===== src/rtl/regfile_write_arbiter_if.sv =====
// Register-file write port bundle: two writeback requesters, the clear request,
// and the registered write controls seen by the register file and forwarding logic.
interface regfile_write_arbiter_if #(
  parameter int WIDTH    = 16,
  parameter int REG_BITS = 5
);
  logic                clear_req;
  logic                a_valid;
  logic [REG_BITS-1:0] a_index;
  logic [WIDTH-1:0]    a_data;
  logic                a_ready;
  logic                b_valid;
  logic [REG_BITS-1:0] b_index;
  logic [WIDTH-1:0]    b_data;
  logic                b_ready;
  logic                reg_write;
  logic [REG_BITS-1:0] write_index;
  logic [WIDTH-1:0]    write_data;
  logic                init_busy;
  logic                last_grant_b;

  modport slave (
    input  clear_req,
    input  a_valid, a_index, a_data,
    output a_ready,
    input  b_valid, b_index, b_data,
    output b_ready,
    output reg_write, write_index, write_data,
    output init_busy, last_grant_b
  );

  modport master (
    output clear_req,
    output a_valid, a_index, a_data,
    input  a_ready,
    output b_valid, b_index, b_data,
    input  b_ready,
    input  reg_write, write_index, write_data,
    input  init_busy, last_grant_b
  );
endinterface


===== src/rtl/regfile_write_arbiter.sv =====
// Single write port of the register file: round-robin between ALU (A) and load (B)
// writebacks, plus a zero-clear sweep of registers 1..N-1 after reset or on request.
//
// state    | meaning
// ---------+-----------------------------------------------------------------
// ST_CLEAR | sweeping zero writes over indices 1..(1<<REG_BITS)-1, no grants
// ST_RUN   | arbitrating A/B writebacks, one registered write per cycle
module regfile_write_arbiter #(
  parameter int WIDTH    = 16,
  parameter int REG_BITS = 5
) (
  input logic                    clk,
  input logic                    reset_n,
  regfile_write_arbiter_if.slave rf
);

  typedef enum logic {
    ST_CLEAR = 1'b0,
    ST_RUN   = 1'b1
  } state_t;

  localparam logic [REG_BITS-1:0] FIRST_IDX = REG_BITS'(1);
  localparam logic [REG_BITS-1:0] LAST_IDX  = '1;

  state_t              state_q, state_d;
  logic [REG_BITS-1:0] cnt_q, cnt_d;
  logic                rw_q, rw_d;
  logic [REG_BITS-1:0] idx_q, idx_d;
  logic [WIDTH-1:0]    data_q, data_d;
  logic                ptr_q, ptr_d;

  logic                grant_a;
  logic                grant_b;
  logic [REG_BITS-1:0] win_index;
  logic [WIDTH-1:0]    win_data;

  always_ff @(posedge clk or negedge reset_n) begin
    if (!reset_n) begin
      state_q <= ST_CLEAR;
      cnt_q   <= FIRST_IDX;
      rw_q    <= 1'b0;
      idx_q   <= '0;
      data_q  <= '0;
      ptr_q   <= 1'b1;
    end else begin
      state_q <= state_d;
      cnt_q   <= cnt_d;
      rw_q    <= rw_d;
      idx_q   <= idx_d;
      data_q  <= data_d;
      ptr_q   <= ptr_d;
    end
  end

  always_comb begin
    state_d   = state_q;
    cnt_d     = cnt_q;
    rw_d      = 1'b0;
    idx_d     = idx_q;
    data_d    = data_q;
    ptr_d     = ptr_q;
    grant_a   = 1'b0;
    grant_b   = 1'b0;
    win_index = rf.a_index;
    win_data  = rf.a_data;

    case (state_q)
      ST_CLEAR: begin
        rw_d   = 1'b1;
        idx_d  = cnt_q;
        data_d = '0;
        cnt_d  = cnt_q + FIRST_IDX;
        if (cnt_q == LAST_IDX) begin
          state_d = ST_RUN;
        end
      end

      ST_RUN: begin
        // ptr_q set means B won last time, so A has priority on a contest
        grant_a = rf.a_valid && !rf.clear_req && (!rf.b_valid || ptr_q);
        grant_b = rf.b_valid && !rf.clear_req && (!rf.a_valid || !ptr_q);
        if (grant_b) begin
          win_index = rf.b_index;
          win_data  = rf.b_data;
        end

        if (rf.clear_req) begin
          state_d = ST_CLEAR;
          cnt_d   = FIRST_IDX;
        end else if (grant_a || grant_b) begin
          ptr_d = grant_b;
          // register 0 is hardwired: the grant still counts, the write is dropped
          if (win_index != '0) begin
            rw_d   = 1'b1;
            idx_d  = win_index;
            data_d = win_data;
          end
        end
      end

      default: begin
        state_d = ST_CLEAR;
        cnt_d   = FIRST_IDX;
      end
    endcase
  end

  assign rf.a_ready      = grant_a;
  assign rf.b_ready      = grant_b;
  assign rf.reg_write    = rw_q;
  assign rf.write_index  = idx_q;
  assign rf.write_data   = data_q;
  assign rf.init_busy    = (state_q == ST_CLEAR);
  assign rf.last_grant_b = ptr_q;

endmodule


===== src/flat_wrapper.sv =====
// flat-port wrapper written by rule: the top's interface ports become plain ports
module regfile_write_arbiter_flat 
#(
  parameter int WIDTH    = 16,
  parameter int REG_BITS = 5
)
  (clk, reset_n, rf_clear_req, rf_a_valid, rf_a_index, rf_a_data, rf_a_ready, rf_b_valid, rf_b_index, rf_b_data, rf_b_ready, rf_reg_write, rf_write_index, rf_write_data, rf_init_busy, rf_last_grant_b);
  regfile_write_arbiter_if #(.WIDTH(WIDTH), .REG_BITS(REG_BITS)) rf_i ();
  input logic clk;
  input logic reset_n;
  input wire logic [$bits(rf_i.clear_req)-1:0] rf_clear_req;
  input wire logic [$bits(rf_i.a_valid)-1:0] rf_a_valid;
  input wire logic [$bits(rf_i.a_index)-1:0] rf_a_index;
  input wire logic [$bits(rf_i.a_data)-1:0] rf_a_data;
  output wire logic [$bits(rf_i.a_ready)-1:0] rf_a_ready;
  input wire logic [$bits(rf_i.b_valid)-1:0] rf_b_valid;
  input wire logic [$bits(rf_i.b_index)-1:0] rf_b_index;
  input wire logic [$bits(rf_i.b_data)-1:0] rf_b_data;
  output wire logic [$bits(rf_i.b_ready)-1:0] rf_b_ready;
  output wire logic [$bits(rf_i.reg_write)-1:0] rf_reg_write;
  output wire logic [$bits(rf_i.write_index)-1:0] rf_write_index;
  output wire logic [$bits(rf_i.write_data)-1:0] rf_write_data;
  output wire logic [$bits(rf_i.init_busy)-1:0] rf_init_busy;
  output wire logic [$bits(rf_i.last_grant_b)-1:0] rf_last_grant_b;
  assign rf_i.clear_req = rf_clear_req;
  assign rf_i.a_valid = rf_a_valid;
  assign rf_i.a_index = rf_a_index;
  assign rf_i.a_data = rf_a_data;
  assign rf_a_ready = rf_i.a_ready;
  assign rf_i.b_valid = rf_b_valid;
  assign rf_i.b_index = rf_b_index;
  assign rf_i.b_data = rf_b_data;
  assign rf_b_ready = rf_i.b_ready;
  assign rf_reg_write = rf_i.reg_write;
  assign rf_write_index = rf_i.write_index;
  assign rf_write_data = rf_i.write_data;
  assign rf_init_busy = rf_i.init_busy;
  assign rf_last_grant_b = rf_i.last_grant_b;
  regfile_write_arbiter #(.WIDTH(WIDTH), .REG_BITS(REG_BITS)) u_core (.clk(clk), .reset_n(reset_n), .rf(rf_i));
endmodule

===== config.mk =====
export PLATFORM = sky130hd
export DESIGN_NAME = regfile_write_arbiter_flat
export DESIGN_NICKNAME = d
export VERILOG_FILES = /design/src/rtl/regfile_write_arbiter_if.sv /design/src/rtl/regfile_write_arbiter.sv /design/src/flat_wrapper.sv
export SDC_FILE = /design/constraint.sdc
export NUM_CORES = 1
export LEC_CHECK = 0
export ABC_AREA = 1
export BUFFER_PORTS_ARGS = -buffer_cell sky130_fd_sc_hd__buf_4
export CORE_ASPECT_RATIO = 1.25
export CORE_MARGIN = 2
export CORE_UTILIZATION = 47
export DETAILED_ROUTE_END_ITERATION = 16
export PLACE_DENSITY = 0.88
export SLEW_MARGIN = 20
export SYNTH_ARGS = -nofsm -noshare
export SYNTH_HDL_FRONTEND = slang
export SYNTH_SLANG_ARGS = --single-unit
export TNS_END_PERCENT = 20

===== constraint.sdc =====
create_clock -name clk -period 2.1 [get_ports clk]
set_clock_uncertainty 0.2 [all_clocks]
set_input_delay 0.21 -clock clk [delete_from_list [all_inputs] [get_ports clk]]
set_output_delay 0.21 -clock clk [all_outputs]
set_load 0.1 [all_outputs]

==> results.md, run 1 <==
- Outcome: finished clean
- Logic gate share of total power: 52.9%
- Vias per cell: 5.26
- Mapped cell area: 1710 um^2
- Worst path slowest cell: sky130_fd_sc_hd__dfstp_4
- Total area of sequential cells: 732 um^2
- Post-Syn Area per Cell: 7.25 um^2
- Nets: 358
- Final weighted congestion in routability-driven placement: 0.830
- Sequential area share after synthesis: 42.6%
- Share of Yosys cell area claimed by the top area cell type: 39.5%
- Via count: 1834
- Worst hold path depth: 4
- Count of inserted antenna diode cells: 0
- Number of buffers on the longest clock path: 2
- Buffers added on ports: 72
- Max stage delay on crit path: 0.64 ns
- Count of final setup violators: 0
- Buffer type at the clock tree root: sky130_fd_sc_hd__clkbuf_8
- End of the worst register-to-register path: u_core.rf.write_data[14]$_DFFE_PN0P_
- Endpoints failing hold: 0
- Kind of cell adding the most delay to the critical path: flip-flops
- Pins Over Slew Limit: 0
- Kind of launch point of the worst setup path: register
- Synthesis Warnings: 0
- Vias in the first global route: 1820
- Setup ws final: 0.0661 ns
- Area of the die: 4140 um^2
- IO Pins: 73
- Clk network pwr share: 18.0%
- Type of the worst min-delay path: in2reg
- Syn nets: 285
- Peak VDD IR: 1160 uV
- Peak Freq: 492 MHz
- R2R Setup Slk: 0.12 ns
- Cell Rows: 24
- CP cell instances: nand2_2 > nand3_4 > buf_4 > nor2_4 > buf_4
- Global router's overall resource usage: 23.8%
- Number of buffers created by CTS: 5
- Maximum Capacitance Violations: 0
- Reg2reg start: u_core.rf.last_grant_b$_DFFE_PN1P_
- H-tree levels: 2
- Post-route DRC: 0
- Setup TNS: 0 ns
- Area used by multi-input combinational logic: 843 um^2
- Detailed placer's ending HPWL: 3380 um
- Relative slew slack: 63.6%
- Most area-hungry cell type in the Yosys netlist: sky130_fd_sc_hd__dfrtp_1
- Endpoint of the worst hold path: u_core.cnt_q[1]$_DFFE_PN0P_
- Number of DRC markers in iteration 0: 77
- Clock-pin slew on the worst setup and hold paths: 0.07 ns
- Critical path fanouts, max: 10
- Reg power frac: 29.2%
- Unrepaired setup endpoints after global routing: no
- Min Tclk post-route: 2.03 ns
- Switching part of the total: 50.7%
- Overflow left after global routing: 0
- Total of fill cells in the finished design: 302
- Standby leakage power: 0.00135 uW
- Count of cell instances traversed by the critical path: 5
- Asr flop ratio synth: 100%
- Most instantiated flip-flop cell in the synthesis netlist: sky130_fd_sc_hd__dfrtp_1
- Final worst-path cycle share: 96.9%
- Number of flip-flops and latches in the synthesized netlist: 29
- CP Capture Type: primary output
- Number of library cell types mapped by synthesis: 23
- Starting density of the core: 49.1%
- Total wire length: 4540 um
- Data arrival time of the critical path: 1.62 ns
- Layout cells sized above 1: 33.5%
- Mapped Cells: 236
- Cells taking the most area after synthesis: sky130_fd_sc_hd__dfrtp_1, sky130_fd_sc_hd__nand2_1, sky130_fd_sc_hd__nand3_1
- Cell-internal power: 1400 uW
- Number of enable-type register cells in the synthesized netlist: 0
- Skew-Pair Late Insertion Delay: 0.29 ns
- Synth-to-Final Area Change: 41.2%
- Logic depth of the worst register-to-register path: 9
- CTS tree: yes
- First-pass GRT wire length: 7710 um
- Worst endpoint required time: 1.69 ns
- Transition time of the tightest slew-check pin: 0.543 ns
- Crit Path Category: reg2out
- Pre-CTS setup slack: 0.0782 ns
- Die Width: 58.0 um
- Number of antenna-violating nets in the routed design: 0
- CP dominant cell by count: sky130_fd_sc_hd__buf_4
- Most numerous cell types in the synthesized netlist: sky130_fd_sc_hd__nand2_1, sky130_fd_sc_hd__nand3_1, sky130_fd_sc_hd__dfrtp_1
- Height of the chip: 71.4 um
- Min-delay src: rf_clear_req
- Post-detailed-route wirelength per cell: 13.0 um
- Number of clock sinks: 29
- Total core area: 3480 um^2
- Initial antenna violation count: 0
- Largest net degree at the start of global routing: 30
- Net switching power figure: 1440 uW
- First drt pass iteration count: 4
- Dominant cell by count in the synthesized netlist: sky130_fd_sc_hd__nand2_1
- Ratio of total power to cell area: 1180 nW/um^2
- Count of buffering cells on the critical path with inverters included: 2
what timing repair did:
action / CTS / global route
setup buffers: 0 / 0
endpoints found under the setup margin: 0 / 14
hold endpoints to repair: 29 / 0
hold buffers: 1 / 0
gates resized for setup: 0 / 1
state kept, by name, summed over array words and instances, names as in the netlist:
| signal | cells |
|---|---|
| u_core.rf.reg_write | 1 |
| u_core.rf.write_index | 5 |
| u_core.rf.write_data | 16 |
| u_core.state_q | 1 |
| u_core.cnt_q | 5 |
| u_core.rf.last_grant_b | 1 |
cell families (layout without fill, tap and decap cells):
group	count (synthesis)	in the layout	synth area share [%]
adder cells (fa/ha/maj)	2	2	1.46
buffers and inverters	35	109	9.73
flip-flops	29	29	42.6
AO/OA/AOI/OAI	24	24	8.27
AND/OR/NAND/NOR	146	146	38.0
power by group through the flow:
stage,Sequential [uW],Clock [uW],Combinational [uW]
2_1_floorplan,1460,0,511
3_3_place_gp,832,0,1470
3_5_place_dp,837,0,1500
4_1_cts,828,517,1500
5_1_grt,846,551,1600
6_report,828,509,1500
area by class of cell:
class,instances,share of cell area [%]
Inverter,23,3.68
Tap cell,39,2.02
Timing Repair Buffer,78,24.9
Clock inverter,1,0.207
Sequential cell,29,30.3
Clock buffer,7,3.99
Multi-Input combinational cell,172,34.9
metal layers:
| layer | wire [um] | track usage (%) | share of wire [%] | vias up |
|---|---|---|---|---|
| li1 | - | - | - | 905 |
| met1 | 1750 | 26.9 | 38 | 855 |
| met2 | 2420 | 41.0 | 53 | 61 |
| met3 | 251 | 6.14 | 5.5 | 13 |
| met4 | 121 | 11.4 | 2.7 | 0 |
| met5 | 0 | 0 | 0 | - |
cell usage in the layout (no fill, tap or decap), drive strengths merged:
cell / count
clkinv: 1
dlygate4sd3: 1
nand3b: 2
buf: 77
nand2: 88
nor2: 7
dfrtp: 27
a21oi: 12
nand3: 49
a211oi: 1
inv: 23
dfstp: 2
o21ai: 8
clkbuf: 7
o21bai: 3
ha: 2
metrics by stage:
| step | cells | hold slack (ns) | cell area [um^2] | utilization [%] | total power [uW] |
|---|---|---|---|---|---|
| floorplan | 236 | -0.286 | 1740 | - | 1970 |
| global route | 349 | 0.0481 | 2410 | 69.3 | 3000 |
| CTS | 349 | 0.0393 | 2410 | 69.1 | 2850 |
| detailed placement | 340 | -0.0481 | 2300 | 65.9 | 2330 |
| finish | 349 | 0.0422 | 2410 | 69.3 | 2840 |
| global placement | 340 | -0.0518 | 2300 | 65.9 | 2300 |
how the worst max path moves through the flow:
stage,from,to,slack [ns]
2_1_floorplan,u_core.rf.last_grant_b$_DFFE_PN1P_,rf_a_ready,-0.04
3_3_place_gp,u_core.rf.last_grant_b$_DFFE_PN1P_,u_core.rf.write_data[1]$_DFFE_PN0P_,0.14
3_5_place_dp,u_core.rf.last_grant_b$_DFFE_PN1P_,u_core.rf.write_data[14]$_DFFE_PN0P_,0.08
4_1_cts,u_core.rf.last_grant_b$_DFFE_PN1P_,u_core.rf.write_data[14]$_DFFE_PN0P_,0.05
5_1_grt,u_core.rf.last_grant_b$_DFFE_PN1P_,rf_b_ready,0.004
6_report,u_core.rf.last_grant_b$_DFFE_PN1P_,rf_b_ready,0.07
worst register-to-register path, stage by stage, from the launching register on:
cell                      delay, ns
sky130_fd_sc_hd__dfstp_4       0.64
sky130_fd_sc_hd__nand2_2       0.10
sky130_fd_sc_hd__nand3_4       0.11
sky130_fd_sc_hd__nand2_1       0.08
sky130_fd_sc_hd__nand2_1       0.12
sky130_fd_sc_hd__nand2_1       0.08
sky130_fd_sc_hd__nor2_2        0.15
sky130_fd_sc_hd__nand3_4       0.18
sky130_fd_sc_hd__nand3_1       0.13
sky130_fd_sc_hd__nand2_1       0.07
Note: power is estimated with default switching activity, not from simulation.
==> run 2: changes to the inputs <==
REMOVE_ABC_BUFFERS = 1   (was default)
TNS_END_PERCENT = 30   (was 20)
==> results.md, run 2 (synthesis results as in run 1) <==
- Number of buffers created by CTS: 5 (unchanged)
- IO Pins: 73 (unchanged)
- R2R Setup Slk: 0.15 ns (was 0.12 ns)
- Overflow left after global routing: 0 (unchanged)
- Hold slack: 0.0459 ns (was 0.0422 ns)
- Total of fill cells in the finished design: 300 (was 302)
- Area used by multi-input combinational logic: 823 um^2 (was 843 um^2)
- Peak VDD IR: 1490 uV (was 1160 uV)
- Initial antenna violation count: 0 (unchanged)
- Number of antenna-violating nets in the routed design: 0 (unchanged)
- Outcome: finished clean (unchanged)
- Post-route DRC: 0 (unchanged)
- Via count: 1817 (was 1834)
- Global router's overall resource usage: 23.7% (was 23.8%)
- Maximum Capacitance Violations: 0 (unchanged)
- Logic depth of the worst register-to-register path: 9 (unchanged)
- Min Tclk post-route: 1.97 ns (was 2.03 ns)
- Largest net degree at the start of global routing: 30 (unchanged)
- Starting density of the core: 49.1% (unchanged)
- First-pass GRT wire length: 7540 um (was 7710 um)
- Commonest non-fill, non-tap cells in the layout: sky130_fd_sc_hd__nand2_1, sky130_fd_sc_hd__buf_4, sky130_fd_sc_hd__nand3_1 (unchanged)
- Final worst-path cycle share: 94.0% (was 96.9%)
- CP Capture Type: primary output (unchanged)
- Final weighted congestion in routability-driven placement: 0.825 (was 0.830)
- Critical path fanouts, max: 3 (was 10)
- Relative slew slack: 69.5% (was 63.6%)
- Setup fix buffers added after clock tree synthesis: 0 (unchanged)
- Number of flip-flops under the largest register name: 16 (unchanged)
- Count of final setup violators: 0 (unchanged)
- Transition time of the tightest slew-check pin: 0.456 ns (was 0.543 ns)
- CTS tree: yes (unchanged)
- Skew-Pair Late Insertion Delay: 0.28 ns (was 0.29 ns)
- Count of inserted antenna diode cells: 0 (unchanged)
- Height of the chip: 71.4 um (unchanged)
- H-tree levels: 2 (unchanged)
- Number of buffers on the longest clock path: 2 (unchanged)
- Crit Path Category: reg2out (unchanged)
- Data arrival time of the critical path: 1.56 ns (was 1.62 ns)
- Die Width: 58.0 um (unchanged)
- Detailed placer's ending HPWL: 3350 um (was 3380 um)
- Post-detailed-route wirelength per cell: 13.0 um (about the same)
- Type of the worst min-delay path: in2reg (unchanged)
- Worst endpoint required time: 1.69 ns (about the same)
- Kind of launch point of the worst setup path: register (unchanged)
- Cell Rows: 24 (unchanged)
- Reg2reg start: u_core.rf.last_grant_b$_DFFE_PN1P_ (unchanged)
- Ratio of total power to cell area: 1210 nW/um^2 (was 1180 nW/um^2)
- Area of the die: 4140 um^2 (unchanged)
- Most common library cell in the layout ignoring fill and taps: sky130_fd_sc_hd__nand2_1 (unchanged)
- Endpoints failing hold: 0 (unchanged)
- End of the worst register-to-register path: u_core.rf.write_index[3]$_DFFE_PN0P_ (was u_core.rf.write_data[14]$_DFFE_PN0P_)
- Nets: 358 (unchanged)
- Number of clock sinks: 29 (unchanged)
- Crit path capture: rf_a_ready (was rf_b_ready)
- Total wire length: 4540 um (about the same)
- Pins Over Slew Limit: 0 (unchanged)
- First drt pass iteration count: 4 (unchanged)
- Setup TNS: 0 ns (unchanged)
- Unrepaired setup endpoints after global routing: yes (was no)
- Peak Freq: 507 MHz (was 492 MHz)
- Total core area: 3480 um^2 (unchanged)
- Buffers added on ports: 72 (unchanged)
- Vias in the first global route: 1799 (was 1820)
- Post-layout power: 2900 uW (was 2840 uW)
- Total area of sequential cells: 728 um^2 (was 732 um^2)
- Number of DRC markers in iteration 0: 77 (unchanged)
- Beginning of the critical path: u_core.state_q$_DFF_PN0_ (was u_core.rf.last_grant_b$_DFFE_PN1P_)
- Synth-to-Final Area Change: 39.8% (was 41.2%)
- Clock-pin slew on the worst setup and hold paths: 0.07 ns (about the same)
- Buffer type at the clock tree root: sky130_fd_sc_hd__clkbuf_8 (unchanged)
- Layout cells sized above 1: 32.3% (was 33.5%)
- Standby leakage power: 0.00135 uW (about the same)
- Vias per cell: 5.21 (was 5.26)
-- run 2: cell types whose count changed in the layout (fill, tap and decap cells not counted), sizes merged --
cell,delta
bufinv,+1
clkinv,-1
-- run 2: where the power goes --
group | internal [uW] | switching (uW) | leakage (uW) | total, uW
sequential | 718 | 102 | 0.000374 | 820
clock | 386 | 217 | 0.0000585 | 603
combinational | 370 | 1100 | 0.000920 | 1470
-- run 2: worst min-delay path by stage --
stage | startpoint | to | slack (ns) | cells after the start
after floorplan | reset_n | u_core.cnt_q[1]$_DFFE_PN0P_ | -0.29 | 0
after global placement | reset_n | u_core.state_q$_DFF_PN0_ | -0.05 | 1
after detailed placement | reset_n | u_core.state_q$_DFF_PN0_ | -0.05 | 1
after CTS | rf_clear_req | u_core.cnt_q[1]$_DFFE_PN0P_ | 0.05 | 4
after global routing | rf_b_data[7] | u_core.rf.write_data[7]$_DFFE_PN0P_ | 0.06 | 5
final | rf_a_data[4] | u_core.rf.write_data[4]$_DFFE_PN0P_ | 0.05 | 5
-- run 2: stage by stage --
stage,setup WS [ns],area (um^2),instances,util [%]
after floorplan,-2.13,1630,224,-
after global placement,0.221,2260,340,64.8
after detailed placement,0.127,2260,340,64.8
after CTS,0.0634,2380,349,68.4
after global routing,0.00545,2390,349,68.6
final,0.126,2390,349,68.6
-- run 2: routing by layer --
layer / GRT usage, % / share of wire [%] / up-vias
li1: - / - / 903
met1: 26.8 / 40 / 836
met2: 41.0 / 52 / 69
met3: 6.86 / 6.1 / 9
met4: 10.1 / 2.3 / 0
met5: 0 / 0 / -
-- run 2: what timing repair did --
item / 4_1_cts / 5_1_grt
endpoints found under the setup margin: 0 / 14
hold buffers: 1 / 0
gates resized for setup: 0 / 1
endpoints found under the hold margin: 29 / 0
-- run 2: area by class of cell --
cell class | count | area share, %
clock inverter | 1 | 1.26
tap | 39 | 2.04
sequential | 29 | 30.5
multi-input combinational | 172 | 34.4
clock buffer | 7 | 3.61
timing repair buffer | 78 | 24.6
inverter | 23 | 3.61
-- run 2: worst max-delay path, stage by stage (launching register included) --
cell	delay, ns
sky130_fd_sc_hd__dfrtp_1	0.35
sky130_fd_sc_hd__inv_2	0.04
sky130_fd_sc_hd__nor2_1	0.16
sky130_fd_sc_hd__inv_1	0.10
sky130_fd_sc_hd__a211oi_1	0.27
sky130_fd_sc_hd__buf_4	0.35
==> run 3: changes to the inputs <==
CELL_PAD_IN_SITES_DETAIL_PLACEMENT = 2   (was default)
CELL_PAD_IN_SITES_GLOBAL_PLACEMENT = 2   (was default)
CORE_UTILIZATION = 25   (was 47)
PLACE_DENSITY = 0.89   (was 0.88)
==> results.md, run 3 (synthesis results as in run 1) <==
- Worst endpoint required time: 2.11 ns (was 1.69 ns)
- Hold slack: 0.0547 ns (was 0.0459 ns)
- Number of flip-flops under the largest register name: 16 (unchanged)
- Logic depth of the worst register-to-register path: 9 (unchanged)
- Die Width: 78.0 um (was 58.0 um)
- Global router's overall resource usage: 17.8% (was 23.7%)
- H-tree levels: 2 (unchanged)
- Overflow left after global routing: 0 (unchanged)
- Vias per cell: 4.78 (was 5.21)
- Total core area: 6610 um^2 (was 3480 um^2)
- Commonest non-fill, non-tap cells in the layout: sky130_fd_sc_hd__nand2_1, sky130_fd_sc_hd__buf_4, sky130_fd_sc_hd__nand3_1 (unchanged)
- Setup TNS: 0 ns (unchanged)
- Final worst-path cycle share: 94.8% (was 94.0%)
- Worst hold path depth: 5 (unchanged)
- Setup ws final: 0.109 ns (was 0.126 ns)
- Number of DRC markers in iteration 0: 66 (was 77)
- Peak VDD IR: 450 uV (was 1490 uV)
- Number of antenna-violating nets in the routed design: 0 (unchanged)
- Fin cells: 402 (was 349)
- Min Tclk post-route: 1.99 ns (was 1.97 ns)
- Relative slew slack: 62.2% (was 69.5%)
- Most common library cell in the layout ignoring fill and taps: sky130_fd_sc_hd__nand2_1 (unchanged)
- Cell Rows: 33 (was 24)
- Layout cells sized above 1: 34.3% (was 32.3%)
- CP Capture Type: register (was primary output)
- Outcome: finished clean (unchanged)
- Number of buffers on the longest clock path: 2 (unchanged)
- Endpoints failing hold: 0 (unchanged)
- Detailed placer's ending HPWL: 4710 um (was 3350 um)
- Buffer type at the clock tree root: sky130_fd_sc_hd__clkbuf_8 (unchanged)
- Critical path fanouts, max: 22 (was 3)
- Number of buffers created by CTS: 5 (unchanged)
- Initial antenna violation count: 0 (unchanged)
- Crit Path Category: reg2reg (was reg2out)
- Count of inserted antenna diode cells: 0 (unchanged)
- Synth-to-Final Area Change: 47.1% (was 39.8%)
- Transition time of the tightest slew-check pin: 0.565 ns (was 0.456 ns)
- Skew-Pair Late Insertion Delay: 0.29 ns (was 0.28 ns)
- First-pass GRT wire length: 10300 um (was 7540 um)
- Largest net degree at the start of global routing: 30 (unchanged)
- Post-detailed-route wirelength per cell: 16.7 um (was 13.0 um)
- Clock-pin slew on the worst setup and hold paths: 0.07 ns (about the same)
- Peak Freq: 502 MHz (was 507 MHz)
- Area of the die: 7520 um^2 (was 4140 um^2)
- Util after Layout: 38.1% (was 68.6%)
- Maximum Capacitance Violations: 0 (unchanged)
- Kind of launch point of the worst setup path: register (unchanged)
- IO Pins: 73 (unchanged)
- Buffers added on ports: 72 (unchanged)
- Data arrival time of the critical path: 2.00 ns (was 1.56 ns)
- Height of the chip: 96.5 um (was 71.4 um)
- Count of final setup violators: 0 (unchanged)
- Type of the worst min-delay path: in2reg (unchanged)
- CTS tree: yes (unchanged)
- Nets: 363 (was 358)
- Pins Over Slew Limit: 0 (unchanged)
- Vias in the first global route: 2022 (was 1799)
- Pre-CTS setup slack: 0.0386 ns (was 0.127 ns)
- Post-route DRC: 0 (unchanged)
- First drt pass iteration count: 5 (was 4)
- Via count: 1921 (was 1817)
- Number of clock sinks: 29 (unchanged)
- Total wire length: 6710 um (was 4540 um)
- Starting density of the core: 25.9% (was 49.1%)
- Ratio of total power to cell area: 1160 nW/um^2 (was 1210 nW/um^2)
- Standby leakage power: 0.00137 uW (was 0.00135 uW)
- R2R Setup Slk: 0.11 ns (was 0.15 ns)
- Final weighted congestion in routability-driven placement: 0.811 (was 0.825)
- Number of cells in the design after placement: 387 (was 340)
==> run 3: cell type report <==
| class | count | area, um^2 |
|---|---|---|
| clock buffer | 7 | 96.3 |
| multi-input combinational | 174 | 866 |
| inverter | 23 | 88.8 |
| timing repair buffer | 81 | 623 |
| sequential | 29 | 728 |
| clock inverter | 1 | 5.00 |
| fill | 804 | 4090 |
| tap | 87 | 109 |
==> run 3: timing repair <==
item                       in CTS  in global routing
pin swaps                       0                  3
gates resized for setup         1                  7
hold endpoints to repair       29                  0
hold buffers                    1                  0
gates cloned                    0                  2
setup buffers                   0                  4
setup endpoints to repair       1                 18
==> run 3: stage by stage <==
step / power (uW) / area (um^2)
6_report: 2920 / 2520
5_1_grt: 3070 / 2520
4_1_cts: 2900 / 2440
3_5_place_dp: 2360 / 2320
3_3_place_gp: 2300 / 2320
2_1_floorplan: 1910 / 1630
==> run 3: routing by layer <==
layer | wire, um | vias to the layer above | GRT usage, %
li1 | - | 915 | -
met4 | 109 | 0 | 4.82
met5 | 0 | - | 0
met1 | 2590 | 951 | 20.0
met2 | 3740 | 49 | 34.3
met3 | 273 | 6 | 3.53
==> run 3: worst max-delay path: stages, from the launching register on <==
cell                       delay (ns)
sky130_fd_sc_hd__dfstp_2         0.57
sky130_fd_sc_hd__nand2_4         0.09
sky130_fd_sc_hd__nand3_2         0.15
sky130_fd_sc_hd__nand2_1         0.09
sky130_fd_sc_hd__nand2_1         0.13
sky130_fd_sc_hd__nand3_1         0.13
sky130_fd_sc_hd__o21bai_4        0.16
sky130_fd_sc_hd__buf_12          0.17
sky130_fd_sc_hd__nand3_1         0.09
sky130_fd_sc_hd__nand2_1         0.12
==> run 3: path summary, 6_finish.rpt <==
check                                               startpoint                             endpoint
min in group asynchronous                              reset_n  u_core.rf.write_data[2]$_DFFE_PN0P_
min reg2reg                u_core.rf.write_data[5]$_DFFE_PN0P_  u_core.rf.write_data[5]$_DFFE_PN0P_
min                                               rf_b_data[5]  u_core.rf.write_data[5]$_DFFE_PN0P_
max reg2reg                 u_core.rf.last_grant_b$_DFFE_PN1P_  u_core.rf.write_data[2]$_DFFE_PN0P_
max                         u_core.rf.last_grant_b$_DFFE_PN1P_  u_core.rf.write_data[2]$_DFFE_PN0P_
max in group asynchronous                              reset_n          u_core.cnt_q[0]$_DFFE_PN1P_
==> run 3: power by group <==
part           switching [uW]  total [uW]  internal, uW
Sequential                111         830           718
Clock                     227         523           296
Combinational            1180        1560           388
